===== config.mk =====
export PLATFORM = sky130hd
export DESIGN_NAME = bird_location_unit_flat
export DESIGN_NICKNAME = d
export VERILOG_FILES = /design/src/rtl/bird_location_unit_if.sv /design/src/rtl/bird_location_unit.sv /design/src/flat_wrapper.sv
export SDC_FILE = /design/constraint.sdc
export NUM_CORES = 1
export LEC_CHECK = 0
export BUFFER_PORTS_ARGS = -buffer_cell sky130_fd_sc_hd__buf_2
export CORE_MARGIN = 1.5
export CORE_UTILIZATION = 50
export CTS_BUF_LIST = sky130_fd_sc_hd__clkbuf_16
export CTS_CLUSTER_DIAMETER = 50
export DETAILED_ROUTE_END_ITERATION = 7
export PLACE_DENSITY = 0.75
export SLEW_MARGIN = 20
export SYNTH_ARGS = -nofsm -noshare
export SYNTH_HDL_FRONTEND = slang
export SYNTH_SLANG_ARGS = --single-unit

===== constraint.sdc =====
create_clock -name clk -period 2.23 [get_ports clk]
set_input_delay 0.1115 -clock clk [delete_from_list [all_inputs] [get_ports clk]]
set_output_delay 0.1115 -clock clk [all_outputs]
set_load 0.005 [all_outputs]

===== src/rtl/bird_location_unit_if.sv =====
// Bird position bus: game tick and buttons in, bird coordinates out.
// The frame/tick side drives as master; the position tracker is the slave.
interface bird_location_unit_if;
    logic        bird_move;
    logic [3:0]  KEY;
    logic [10:0] bird_x;
    logic [10:0] bird_y;

    modport master (output bird_move, KEY, input  bird_x, bird_y);
    modport slave  (input  bird_move, KEY, output bird_x, bird_y);
endinterface


===== src/rtl/bird_location_unit.sv =====
// Player bird position tracker: one saturating up/down step per bird_move rising edge.
// Latency: bird_y registered on the tick edge; KEY[3] adds 2 clk of sync. No backpressure.
// BIRD_GRAVITY_EN selects accelerating fall (velocity register) over constant FALL_STEP.
module bird_location_unit #(
    parameter int BIRD_X    = 100,
    parameter int Y_START   = 240,
    parameter int Y_MIN     = 0,
    parameter int Y_MAX     = 464,
    parameter int RISE_STEP = 4,
    parameter int FALL_STEP = 2,
    parameter int GRAVITY   = 1,
    parameter int MAX_FALL  = 8
) (
    input  logic                  clk,
    input  logic                  RESET_GAME,
    bird_location_unit_if.slave   bus
);

    localparam logic [10:0] BIRD_X_C  = 11'(BIRD_X);
    localparam logic [10:0] Y_START_C = 11'(Y_START);
    localparam logic [10:0] Y_MIN_C   = 11'(Y_MIN);
    localparam logic [10:0] Y_MAX_C   = 11'(Y_MAX);
    localparam logic [10:0] RISE_C    = 11'(RISE_STEP);
    localparam logic [11:0] RISE_LIM  = 12'(Y_MIN + RISE_STEP);
    localparam logic [11:0] Y_MAX_W   = 12'(Y_MAX);

    logic        key_s1_q, key_s2_q;
    logic        move_q;
    logic [10:0] bird_y_q, bird_y_d;
    logic        tick, flap;
    logic [11:0] y_ext, fall_sum;
    logic        unused_keys;

    assign unused_keys = ^bus.KEY[2:0];
    assign tick        = bus.bird_move & ~move_q;
    assign flap        = ~key_s2_q;
    assign y_ext       = {1'b0, bird_y_q};

    always_ff @(posedge clk or negedge RESET_GAME) begin
        if (!RESET_GAME) begin
            key_s1_q <= 1'b1;
            key_s2_q <= 1'b1;
            move_q   <= 1'b0;
            bird_y_q <= Y_START_C;
        end else begin
            key_s1_q <= bus.KEY[3];
            key_s2_q <= key_s1_q;
            move_q   <= bus.bird_move;
            bird_y_q <= bird_y_d;
        end
    end

`ifdef BIRD_GRAVITY_EN
    logic [4:0] vel_q, vel_d, vel_fall;
    logic [5:0] vel_inc;

    assign vel_inc  = {1'b0, vel_q} + 6'(GRAVITY);
    assign vel_fall = (vel_inc > 6'(MAX_FALL)) ? 5'(MAX_FALL) : vel_inc[4:0];
    assign fall_sum = y_ext + {7'b0, vel_fall};

    // Velocity keeps building while pinned at the floor; only a flap or reset clears it.
    always_comb begin
        vel_d = vel_q;
        if (tick) begin
            vel_d = flap ? 5'd0 : vel_fall;
        end
    end

    always_ff @(posedge clk or negedge RESET_GAME) begin
        if (!RESET_GAME) begin
            vel_q <= 5'd0;
        end else begin
            vel_q <= vel_d;
        end
    end
`else
    assign fall_sum = y_ext + 12'(FALL_STEP);
`endif

    // 12-bit compares keep the 11-bit coordinate from wrapping at either limit.
    always_comb begin
        bird_y_d = bird_y_q;
        if (tick) begin
            if (flap) begin
                if (y_ext < RISE_LIM) begin
                    bird_y_d = Y_MIN_C;
                end else begin
                    bird_y_d = bird_y_q - RISE_C;
                end
            end else if (fall_sum > Y_MAX_W) begin
                bird_y_d = Y_MAX_C;
            end else begin
                bird_y_d = fall_sum[10:0];
            end
        end
    end

    assign bus.bird_x = BIRD_X_C;
    assign bus.bird_y = bird_y_q;

endmodule


===== src/flat_wrapper.sv =====
// flat-port wrapper written by rule: the top's interface ports become plain ports
module bird_location_unit_flat 
#(
    parameter int BIRD_X    = 100,
    parameter int Y_START   = 240,
    parameter int Y_MIN     = 0,
    parameter int Y_MAX     = 464,
    parameter int RISE_STEP = 4,
    parameter int FALL_STEP = 2,
    parameter int GRAVITY   = 1,
    parameter int MAX_FALL  = 8
)
  (clk, RESET_GAME, bus_bird_move, bus_KEY, bus_bird_x, bus_bird_y);
  bird_location_unit_if bus_i ();
  input  logic clk;
  input  logic RESET_GAME;
  input wire logic [$bits(bus_i.bird_move)-1:0] bus_bird_move;
  input wire logic [$bits(bus_i.KEY)-1:0] bus_KEY;
  output wire logic [$bits(bus_i.bird_x)-1:0] bus_bird_x;
  output wire logic [$bits(bus_i.bird_y)-1:0] bus_bird_y;
  assign bus_i.bird_move = bus_bird_move;
  assign bus_i.KEY = bus_KEY;
  assign bus_bird_x = bus_i.bird_x;
  assign bus_bird_y = bus_i.bird_y;
  bird_location_unit #(.BIRD_X(BIRD_X), .Y_START(Y_START), .Y_MIN(Y_MIN), .Y_MAX(Y_MAX), .RISE_STEP(RISE_STEP), .FALL_STEP(FALL_STEP), .GRAVITY(GRAVITY), .MAX_FALL(MAX_FALL)) u_core (.clk(clk), .RESET_GAME(RESET_GAME), .bus(bus_i));
endmodule

======== After elaboration in Yosys (flattened, before gate mapping) ========
Cells that the tools add are included.
W data, S select, Z words.
operators by class
  $add $sub $neg .......................... 2
  order comparisons ....................... 2
  multiplexer cells ....................... 3
  bitwise gates (word level) .............. 2
operator list
  cell                     number
  $mux W11                 3
  $add A11 B2 Y12 const B  1
  $gt A12 B9 Y1 const B    1
  $lt A11 B3 Y1 const B    1
  $sub A11 B3 Y11 const B  1
  $and A1 B1 Y1            1
  $not A1 Y1               1
storage, ports and cells
  register bits ........................... 14
  input port bits ......................... 7
  output and inout port bits .............. 22
  logic and storage cells ................. 13

======== Depth between registers and ports, before layout ========
Gate-level depths: netlist (run 1).
  depth in word-level cells ............... 4
  mapped depth ............................ 8
  depth with buffers taken out ............ 7

======== Worst setup path after synthesis (run 1) ========
No wires, ideal clock.
  path type ............................... register to register
  from .................................... register u_core.bird_y_q[2] (netlist: u_core.bus.bird_y[2])
  to ...................................... register u_core.bird_y_q[4] (netlist: u_core.bus.bird_y[4])
  setup time .............................. 0.086 ns
  data arrival time ....................... 1.906 ns
  required time ........................... 2.144 ns
  slack ................................... 0.237 ns
  stages on the path, launching flop included .. 9
  path buffers ............................ 1
  path through ............................ dfrtp_1 -> ha_1 -> buf_6 -> and4_4 -> nor4b_4 -> o31ai_2 -> o21ai_4 -> a2111oi_4 -> a21oi_2
on the way
  word-level cells in the longest chain between the ends .. 4
  elaborated cells between the ends (all ways) .. 7
  classes of those cells .................. add/sub: 2; order compare: 2; mux: 3
RTL lines
  element                 RTL line                  text
  from (decl)             bird_location_unit.sv:29  logic [10:0] bird_y_q, bird_y_d;
  from (signal assigned)  bird_location_unit.sv:49  bird_y_q <= bird_y_d;
  $add A11 B2 Y12         bird_location_unit.sv:77  assign fall_sum = y_ext + 12'(FALL_STEP);
  $gt A12 B9 Y1           bird_location_unit.sv:90  end else if (fall_sum > Y_MAX_W) begin
  $mux W11                bird_location_unit.sv:90
  $mux W11 (*)            bird_location_unit.sv:84  if (flap) begin
Every way passes the cells marked *; elsewhere a longest branch is shown, timed or not.
A chain may end at the register's enable or synchronous reset.

======== Worst setup path in the final report (run 1) ========
Same ends and word-level chain as after synthesis.

==> reports/qor.csv, run 1 <==
metric,value,unit
status,"finished, final reports clean",
crit_type,register to register,
r2r_start,u_core.bus.bird_y[2]$_DFFE_PN0P_,
clk_latency,0.24,ns
design.die.area,2760,um^2
crit_fanout,5,
end_kind,register,
yosysWarningCount,0,
detail_route.vias_per_cell,5.99,
period_share,90.0,%
start_util,54.0,%
worstPathRequired,2.40,ns
grt_setup_unrepaired,false,
antennaDiodeCount,0,
avgSynthCellArea,8.84,um^2
antenna_found_initial,0,
multiInputGateArea,759,um^2
critPathLaunchType,register,
clock.fmax,0.498,GHz
max-vdd-ir-drop,0.752,mV
p_comb_share,54.7,%
async_flop_share,100,%
dp_hpwl,2140,um
synth_edf_count,0,
ys_types,50,
clockPowerShare,18.3,%
whs,0.289,ns
setup_tns,0,ns
drt-pass1-iter-count,4,
yosys-top-cells-area,"dfrtp_1, dfstp_2, buf_4",
nNetsFinal,167,
vias,1103,
die_w,52.6,um
setup_viol,0,
synth_cells,139,
fillerInstances,200,
slew_violations,0,
hp-class,primary input to async pin,
drc,0,
grt_pass1_wl,4670,um
cts-resized-gates,0,
power_frac_seq,27.0,%
io_buffers,13,
core,2280,um^2
grtUsageTotal,23.4,%
yosysSeqAreaShare,27.1,%
hold_violations,0,
wl,2900,um
drive_gt1_share,30.8,%
ios,29,
worstRegToRegCells,7,
synth_area,1230,um^2
powerDensity,1360,nW/um^2
fin_crit,2.01,ns
dp.cells,177,
num_rows,17,
clk_path_buf_depth,2,
synth_commonest_cells,"buf_4, nand2_1, nor2_1",
area_growth,12.1,%
numCtsBuffers,3,
grt_overflow_total,0,
synth_most_common_cell,buf_4,
drtAntennaViolNets,0,
ys_ff_latch,13,
cp.arrival,2.17,ns
htreeDepth,1,
grt_pass1_vias,1029,
yosysTopAreaCell,dfrtp_1,
p_int,1040,uW
fin_cells,184,
synth.top_cell.area_share,14.3,%
drv_cap,0,
reg2reg_slack,0.22,ns
die_h,52.6,um
clk_pin_slew,0.05,ns
swShare,44.6,%
ys.flop_type,dfrtp_1,
clock_skew,0.00191,ns
grt_start_max_net_pins,17,
ff_latch_area,333,um^2
routabilityCongestion,0.913,
cts_tree,yes,
cts_sinks,13,
drt_iter0_drc,43,
p_leak,0.000585,uW
p_sw,839,uW
routedWlPerCell,15.7,um
cts-root-buf,clkbuf_16,
r2r-end,u_core.bus.bird_y[4]$_DFFE_PN1P_,
critical path, stage by stage (launching register included):
cell and delay [ns]:
dfrtp_1 0.41, ha_1 0.28, and4_4 0.25, nor4b_4 0.13, o31ai_2 0.37, o21ai_4 0.15, a2111oi_4 0.29, a21oi_2 0.05
kinds of logic after synthesis:
family                     synth area share, %
AOI/OAI and AO/OA                         23.8
and+or+nand+nor                           27.2
DFF                                       27.1
muxes                                     1.22
adders and majority gates                 3.06
xor gates and xnor gates                  2.85
buffers and inverters                     14.2
other                                    0.611
flip-flops by register name, indices dropped and copies added (netlist names):
register,cells
u_core.key_s1_q,1
u_core.key_s2_q,1
u_core.bus.bird_y,10
u_core.move_q,1
through the flow:
| step | area (um^2) | util (%) | power [uW] | setup slack (ns) |
|---|---|---|---|---|
| CTS | 1380 | 60.5 | 1870 | 0.223 |
| finish | 1380 | 60.5 | 1880 | 0.224 |
| floorplan | 1270 | - | 1270 | 0.237 |
| global route | 1380 | 60.5 | 2020 | 0.149 |
| detailed placement | 1270 | 55.7 | 1520 | 0.241 |
| global placement | 1270 | 55.7 | 1470 | 0.283 |
power groups by stage:
stage	combinational, uW	clock, uW	sequential [uW]
floorplan	801	0	468
global route	1130	364	524
CTS	1020	345	505
detailed placement	1010	0	508
global placement	975	0	499
finish	1030	343	508
final cells by class:
type | instances | area share [%]
clock buffer | 3 | 5.45
multi-input combinational | 111 | 55.1
clock inverter | 1 | 0.272
timing repair buffer | 24 | 11.3
sequential | 13 | 24.2
inverter | 4 | 1.18
tap | 28 | 2.54
cell usage in the layout (no fill, tap or decap), types with 2 or more instances in the layout:
cell / instances
a21o_1: 2
a21oi_1: 7
a31oi_1: 3
buf_2: 13
buf_4: 8
clkbuf_16: 3
conb_1: 12
dfrtp_1: 7
dfstp_2: 6
dlygate4sd3_1: 3
ha_1: 3
inv_1: 4
nand2_1: 11
nand2b_1: 2
nand3_1: 7
nand4_1: 5
nor2_1: 11
nor3_1: 2
nor3b_1: 2
nor4b_4: 2
o21ai_0: 6
o21ai_1: 2
o22ai_1: 2
o31ai_1: 2
o31ai_2: 2
or3_1: 2
xor2_1: 4
repair_timing:
item / in CTS / in global routing
endpoints found under the setup margin: 0 / 0
hold buffers: 3 / 0
setup buffers: 0 / 0
hold endpoints to repair: 9 / 0
how the worst max path moves through the flow:
stage                                     startpoint                                to  slack [ns]  cells past startpoint
floorplan           u_core.bus.bird_y[2]$_DFFE_PN0P_  u_core.bus.bird_y[4]$_DFFE_PN1P_        0.24                      8
global placement    u_core.bus.bird_y[2]$_DFFE_PN0P_  u_core.bus.bird_y[4]$_DFFE_PN1P_        0.28                      7
detailed placement  u_core.bus.bird_y[2]$_DFFE_PN0P_  u_core.bus.bird_y[4]$_DFFE_PN1P_        0.24                      7
CTS                 u_core.bus.bird_y[2]$_DFFE_PN0P_  u_core.bus.bird_y[4]$_DFFE_PN1P_        0.22                      7
global route        u_core.bus.bird_y[2]$_DFFE_PN0P_  u_core.bus.bird_y[4]$_DFFE_PN1P_        0.15                      7
finish              u_core.bus.bird_y[2]$_DFFE_PN0P_  u_core.bus.bird_y[4]$_DFFE_PN1P_        0.22                      7
layer usage:
metal | part of all wire (%) | GRT usage, % | vias to the layer above | wire length, um
met4 | 1.9 | 10.7 | 0 | 55
met1 | 43 | 30.0 | 534 | 1260
met2 | 49 | 39.0 | 45 | 1410
met5 | 0 | 0 | - | 0
met3 | 5.9 | 2.57 | 6 | 170
li1 | - | - | 518 | -
(Power assumes the default switching activity.)
==> inputs of run 2 (changes only) <==
==> constraint.sdc (replaced) <==
create_clock -name clk -period 2.23 [get_ports clk]
set_input_delay 0 -clock clk [delete_from_list [all_inputs] [get_ports clk]]
set_output_delay 0 -clock clk [all_outputs]
set_load 0.005 [all_outputs]
==> run 2 against run 1 <==
First-iteration DRC count shrank 26%. Clock power is essentially flat. Die area is the same. Sequential cell count is the same. Highest routed layer unchanged. Final cell count is the same. Critical endpoint is now u_core.bus.bird_y[3]$_DFFE_PN0P_. Maximum frequency shrank 0.73%. Clock-buffer cell count is the same. Power shrank 0.48%. Non-clock buffer count is the same. Utilization is the same. Critical path depth is the same. Via count is essentially flat.
==> reports/qor.csv, run 2 (same netlist as run 1, synthesis figures left out) <==
metric,value,unit
status,"finished, final reports clean",
clock_skew,0.00539,ns
cp.arrival,2.16,ns
slew_violations,0,
clk_latency,0.24,ns
path_cells,ha_1 -> and4_4 -> nand4_1 -> mux2_4 -> o21ai_4 -> o22ai_1 -> a21o_1,
crit_type,register to register,
core,2280,um^2
grt_overflow_total,0,
reg2reg_slack,0.21,ns
clk_path_buf_depth,2,
design.die.area,2760,um^2
cts-resized-gates,0,
io_buffers,13,
p_int,1040,uW
cts_tree,yes,
dp_hpwl,1930,um
drt_iter0_drc,32,
critPathLaunchType,register,
setup_ws,0.209,ns
grt_pass1_vias,995,
powerDensity,1360,nW/um^2
grtUsageTotal,23.9,%
cp_slowest_cell,dfrtp_1,
p_total,1870,uW
mostFrequentLayoutCells,"buf_2, conb_1, nand2_1, nor2_1, buf_4",
grt_start_max_net_pins,17,
drc,0,
fillerInstances,196,
routabilityCongestion,0.909,
worstSetupStartpoint,u_core.bus.bird_y[2]$_DFFE_PN0P_,
final_area,1380,um^2
clk_pin_slew,0.05,ns
endpoint,u_core.bus.bird_y[3]$_DFFE_PN0P_,
layout_commonest_cell,buf_2,
vias,1102,
area_growth,12.1,%
period_share,90.6,%
detail_route.vias_per_cell,5.99,
wl,2890,um
end_kind,register,
nNetsFinal,167,
multiInputGateArea,759,um^2
hold_violations,0,
post_cts_buffers,0,
clock.fmax,0.495,GHz
fin_crit,2.02,ns
setup_tns,0,ns
die_h,52.6,um
start_util,54.0,%
htreeDepth,1,
r2r_start,u_core.bus.bird_y[2]$_DFFE_PN0P_,
dpl_cell_area,1270,um^2
clockPowerShare,18.2,%
drt-pass1-iter-count,4,
hp-class,primary input to async pin,
power_frac_seq,27.2,%
die_w,52.6,um
cts_hold_buf,3,
worstPathRequired,2.37,ns
drive_gt1_share,30.8,%
max-vdd-ir-drop,0.736,mV
ios,29,
crit_fanout,5,
p_comb_share,54.6,%
num_rows,17,
drv_cap,0,
drtAntennaViolNets,0,
routedWlPerCell,15.7,um
worstRegToRegCells,7,
setup_viol,0,
r2r-end,u_core.bus.bird_y[3]$_DFFE_PN0P_,
antenna_found_initial,0,
largest_reg_flops,10,
slew_headroom,63.7,%
worst_slew_pin_slew,0.543,ns
p_leak,0.000585,uW
grt_setup_unrepaired,false,
antennaDiodeCount,0,
ff_latch_area,333,um^2
cts_sinks,13,
p_sw,832,uW
cts-root-buf,clkbuf_16,
slowest_delay,0.41,ns
post-place-ws,0.250,ns
grt_pass1_wl,4770,um
swShare,44.5,%
numCtsBuffers,3,
fin_util,60.5,%
[run 2: area by class of cell]
cell class | count | share of cell area (%)
inverter | 4 | 1.18
sequential | 13 | 24.2
timing repair buffer | 24 | 11.3
clock inverter | 1 | 0.272
multi-input combinational | 111 | 55.1
tap | 28 | 2.54
clock buffer | 3 | 5.45
[run 2: power by group through the flow]
stage               clock, uW  sequential (uW)  combinational, uW
finish                    341              508               1020
global route              360              531               1130
CTS                       345              505               1020
detailed placement          0              503                993
global placement            0              499                976
floorplan                   0              468                801
[run 2: stage by stage]
| stage | hold slack [ns] | std cells |
|---|---|---|
| 4_1_cts | 0.191 | 184 |
| 2_1_floorplan | -0.296 | 149 |
| 5_1_grt | 0.220 | 184 |
| 3_3_place_gp | -0.0902 | 177 |
| 6_report | 0.176 | 184 |
| 3_5_place_dp | -0.0879 | 177 |
[run 2: worst max-delay path: cells and delay by family, from the launching register on]
family	cells	cell delay (ns)
mux	1	0.37
compound gates	3	0.39
flops	1	0.41
fa+ha+maj	1	0.31
simple gates	2	0.42
[run 2: per-layer routing]
layer  track usage [%]  part of all wire, %  up-vias  routed length [um]
li1                  -                    -      518                   -
met1              31.8                   42      512                1200
met2              37.7                   48       60                1380
met3              3.14                  8.1       12                 233
met4              12.0                  2.6        0                  75
met5                 0                    0        -                   0
[run 2: worst min-delay path by stage]
stage	end	depth (start not counted)	slack, ns
finish	u_core.bus.bird_y[1]$_DFFE_PN0P_	2	0.18
global route	u_core.bus.bird_y[1]$_DFFE_PN0P_	2	0.22
CTS	u_core.bus.bird_y[1]$_DFFE_PN0P_	2	0.19
detailed placement	u_core.bus.bird_y[1]$_DFFE_PN0P_	1	-0.09
global placement	u_core.bus.bird_y[1]$_DFFE_PN0P_	1	-0.09
floorplan	u_core.bus.bird_y[10]$_DFFE_PN0P_	0	-0.30
==> inputs of run 3 (changes only) <==
CAP_MARGIN = 25   (was unset)
PLACE_DENSITY = unset   (was 0.75)
PLACE_DENSITY_LB_ADDON = 0.15   (was unset)
RECOVER_POWER = 25   (was unset)
==> run 3 against run 2 <==
Via count is 0.82% lower. Power is 0.48% lower. Die area stayed put. Non-clock buffer count is 1 lower. Final area is 0.73% lower. Hold slack better by 0.15 ns. Critical endpoint is now u_core.bus.bird_y[4]$_DFFE_PN1P_.
==> reports/qor.csv, run 3 (same netlist as run 1, synthesis figures left out) <==
metric,value,unit
drt_iter0_drc,34,
grt_pass1_wl,4770,um
end_kind,register,
die_w,52.6,um
drt-pass1-iter-count,4,
num_rows,17,
nNetsFinal,166,
mostFrequentLayoutCells,"conb_1, nand2_1, nor2_1, buf_2",
p_leak,0.000575,uW
area_growth,11.3,%
core,2280,um^2
detail_route.vias_per_cell,5.97,
crit_fanout,5,
design.die.area,2760,um^2
clk_path_buf_depth,2,
antenna_found_initial,0,
drive_gt1_share,29.0,%
drtAntennaViolNets,0,
routabilityCongestion,0.891,
cp.arrival,2.13,ns
cts_tree,yes,
status,"finished, final reports clean",
cts-resized-gates,0,
grtUsageTotal,23.6,%
crit_type,register to register,
critPathLaunchType,register,
antennaDiodeCount,0,
hp-class,primary input to async pin,
start_util,54.0,%
layout_commonest_cell,conb_1,
slew_headroom,51.3,%
grt_start_max_net_pins,17,
clk_latency,0.25,ns
worstSetupStartpoint,u_core.bus.bird_y[1]$_DFFE_PN0P_,
vias,1093,
cts_sinks,13,
grt_overflow_total,0,
worstPathRequired,2.40,ns
period_share,87.6,%
largest_reg_flops,10,
grt_pass1_vias,1004,
ios,29,
fin_crit,1.95,ns
clk_pin_slew,0.05,ns
numCtsBuffers,3,
hold_violations,0,
powerDensity,1360,nW/um^2
max-vdd-ir-drop,0.749,mV
io_buffers,13,
setup_viol,0,
post_cts_buffers,0,
setup_tns,0,ns
clock.fmax,0.512,GHz
wl,2800,um
htreeDepth,1,
drc,0,
routedWlPerCell,15.3,um
die_h,52.6,um
r2r_start,u_core.bus.bird_y[1]$_DFFE_PN0P_,
cts-root-buf,clkbuf_16,
worst_slew_pin_slew,0.731,ns
grt_setup_unrepaired,false,
fin_cells,183,
dp_hpwl,1970,um
clock_skew,0.00740,ns
whs,0.322,ns
drv_cap,0,
dp.cells,176,
slew_violations,0,
run 3: cell types whose count changed in the layout (fill, tap and decap cells not counted):
cell,previous run,this run
buf_4,8,7
buf_2,13,11
clkbuf_1,0,2
run 3: per-stage QoR:
step | setup slack [ns] | instance area (um^2) | total power, uW | util [%]
4_1_cts | 0.273 | 1370 | 1860 | 60.2
5_1_grt | 0.127 | 1370 | 2020 | 60.1
3_3_place_gp | 0.288 | 1260 | 1490 | 55.4
6_report | 0.277 | 1370 | 1860 | 60.1
3_5_place_dp | 0.280 | 1260 | 1500 | 55.4
2_1_floorplan | 0.237 | 1270 | 1270 | -
run 3: path summary, 6_finish.rpt:
path | cells after the start | endpoint | slack [ns]
max | 7 | u_core.bus.bird_y[4]$_DFFE_PN1P_ | 0.28
min | 2 | u_core.bus.bird_y[1]$_DFFE_PN0P_ | 0.32
max reg2reg | 7 | u_core.bus.bird_y[4]$_DFFE_PN1P_ | 0.28
min reg2reg | 0 | u_core.key_s2_q$_DFF_PN1_ | 0.36
max in group asynchronous | 2 | u_core.bus.bird_y[10]$_DFFE_PN0P_ | 1.44
min in group clk | 0 | u_core.key_s2_q$_DFF_PN1_ | 0.36
run 3: final cells by class:
cell class                 instances  area (um^2)
fill                             195          908
multi-input combinational        111          759
sequential                        13          333
timing repair buffer              23          145
clock buffer                       3         75.1
tap                               28         35.0
inverter                           4         16.3
clock inverter                     1         3.75
run 3: worst max-delay path, cell delays in order, from the launching register on:
cell and delay [ns]:
dfrtp_1 0.39, ha_1 0.28, and4_4 0.25, nor4b_4 0.13, o31ai_2 0.34, o21ai_4 0.15, a2111oi_4 0.29, a21oi_2 0.04
run 3: repair_timing:
action | in CTS | in global routing
hold buffers | 3 | 0
setup endpoints to repair | 0 | 0
hold endpoints to repair | 15 | 0
run 3: per-layer routing:
layer | routed length, um | up-vias | share of wire [%] | GRT usage, %
met1 | 1220 | 539 | 43 | 32.3
met2 | 1400 | 31 | 50 | 37.5
li1 | - | 518 | - | -
met3 | 149 | 5 | 5.3 | 4.57
met5 | 0 | - | 0 | 0
met4 | 36 | 0 | 1.3 | 6.84
run 3: report_power, final:
part	total [uW]	switching [uW]	internal [uW]
clock	350	112	238
combinational	1010	559	447
sequential	507	155	352
total	1860	826	1040
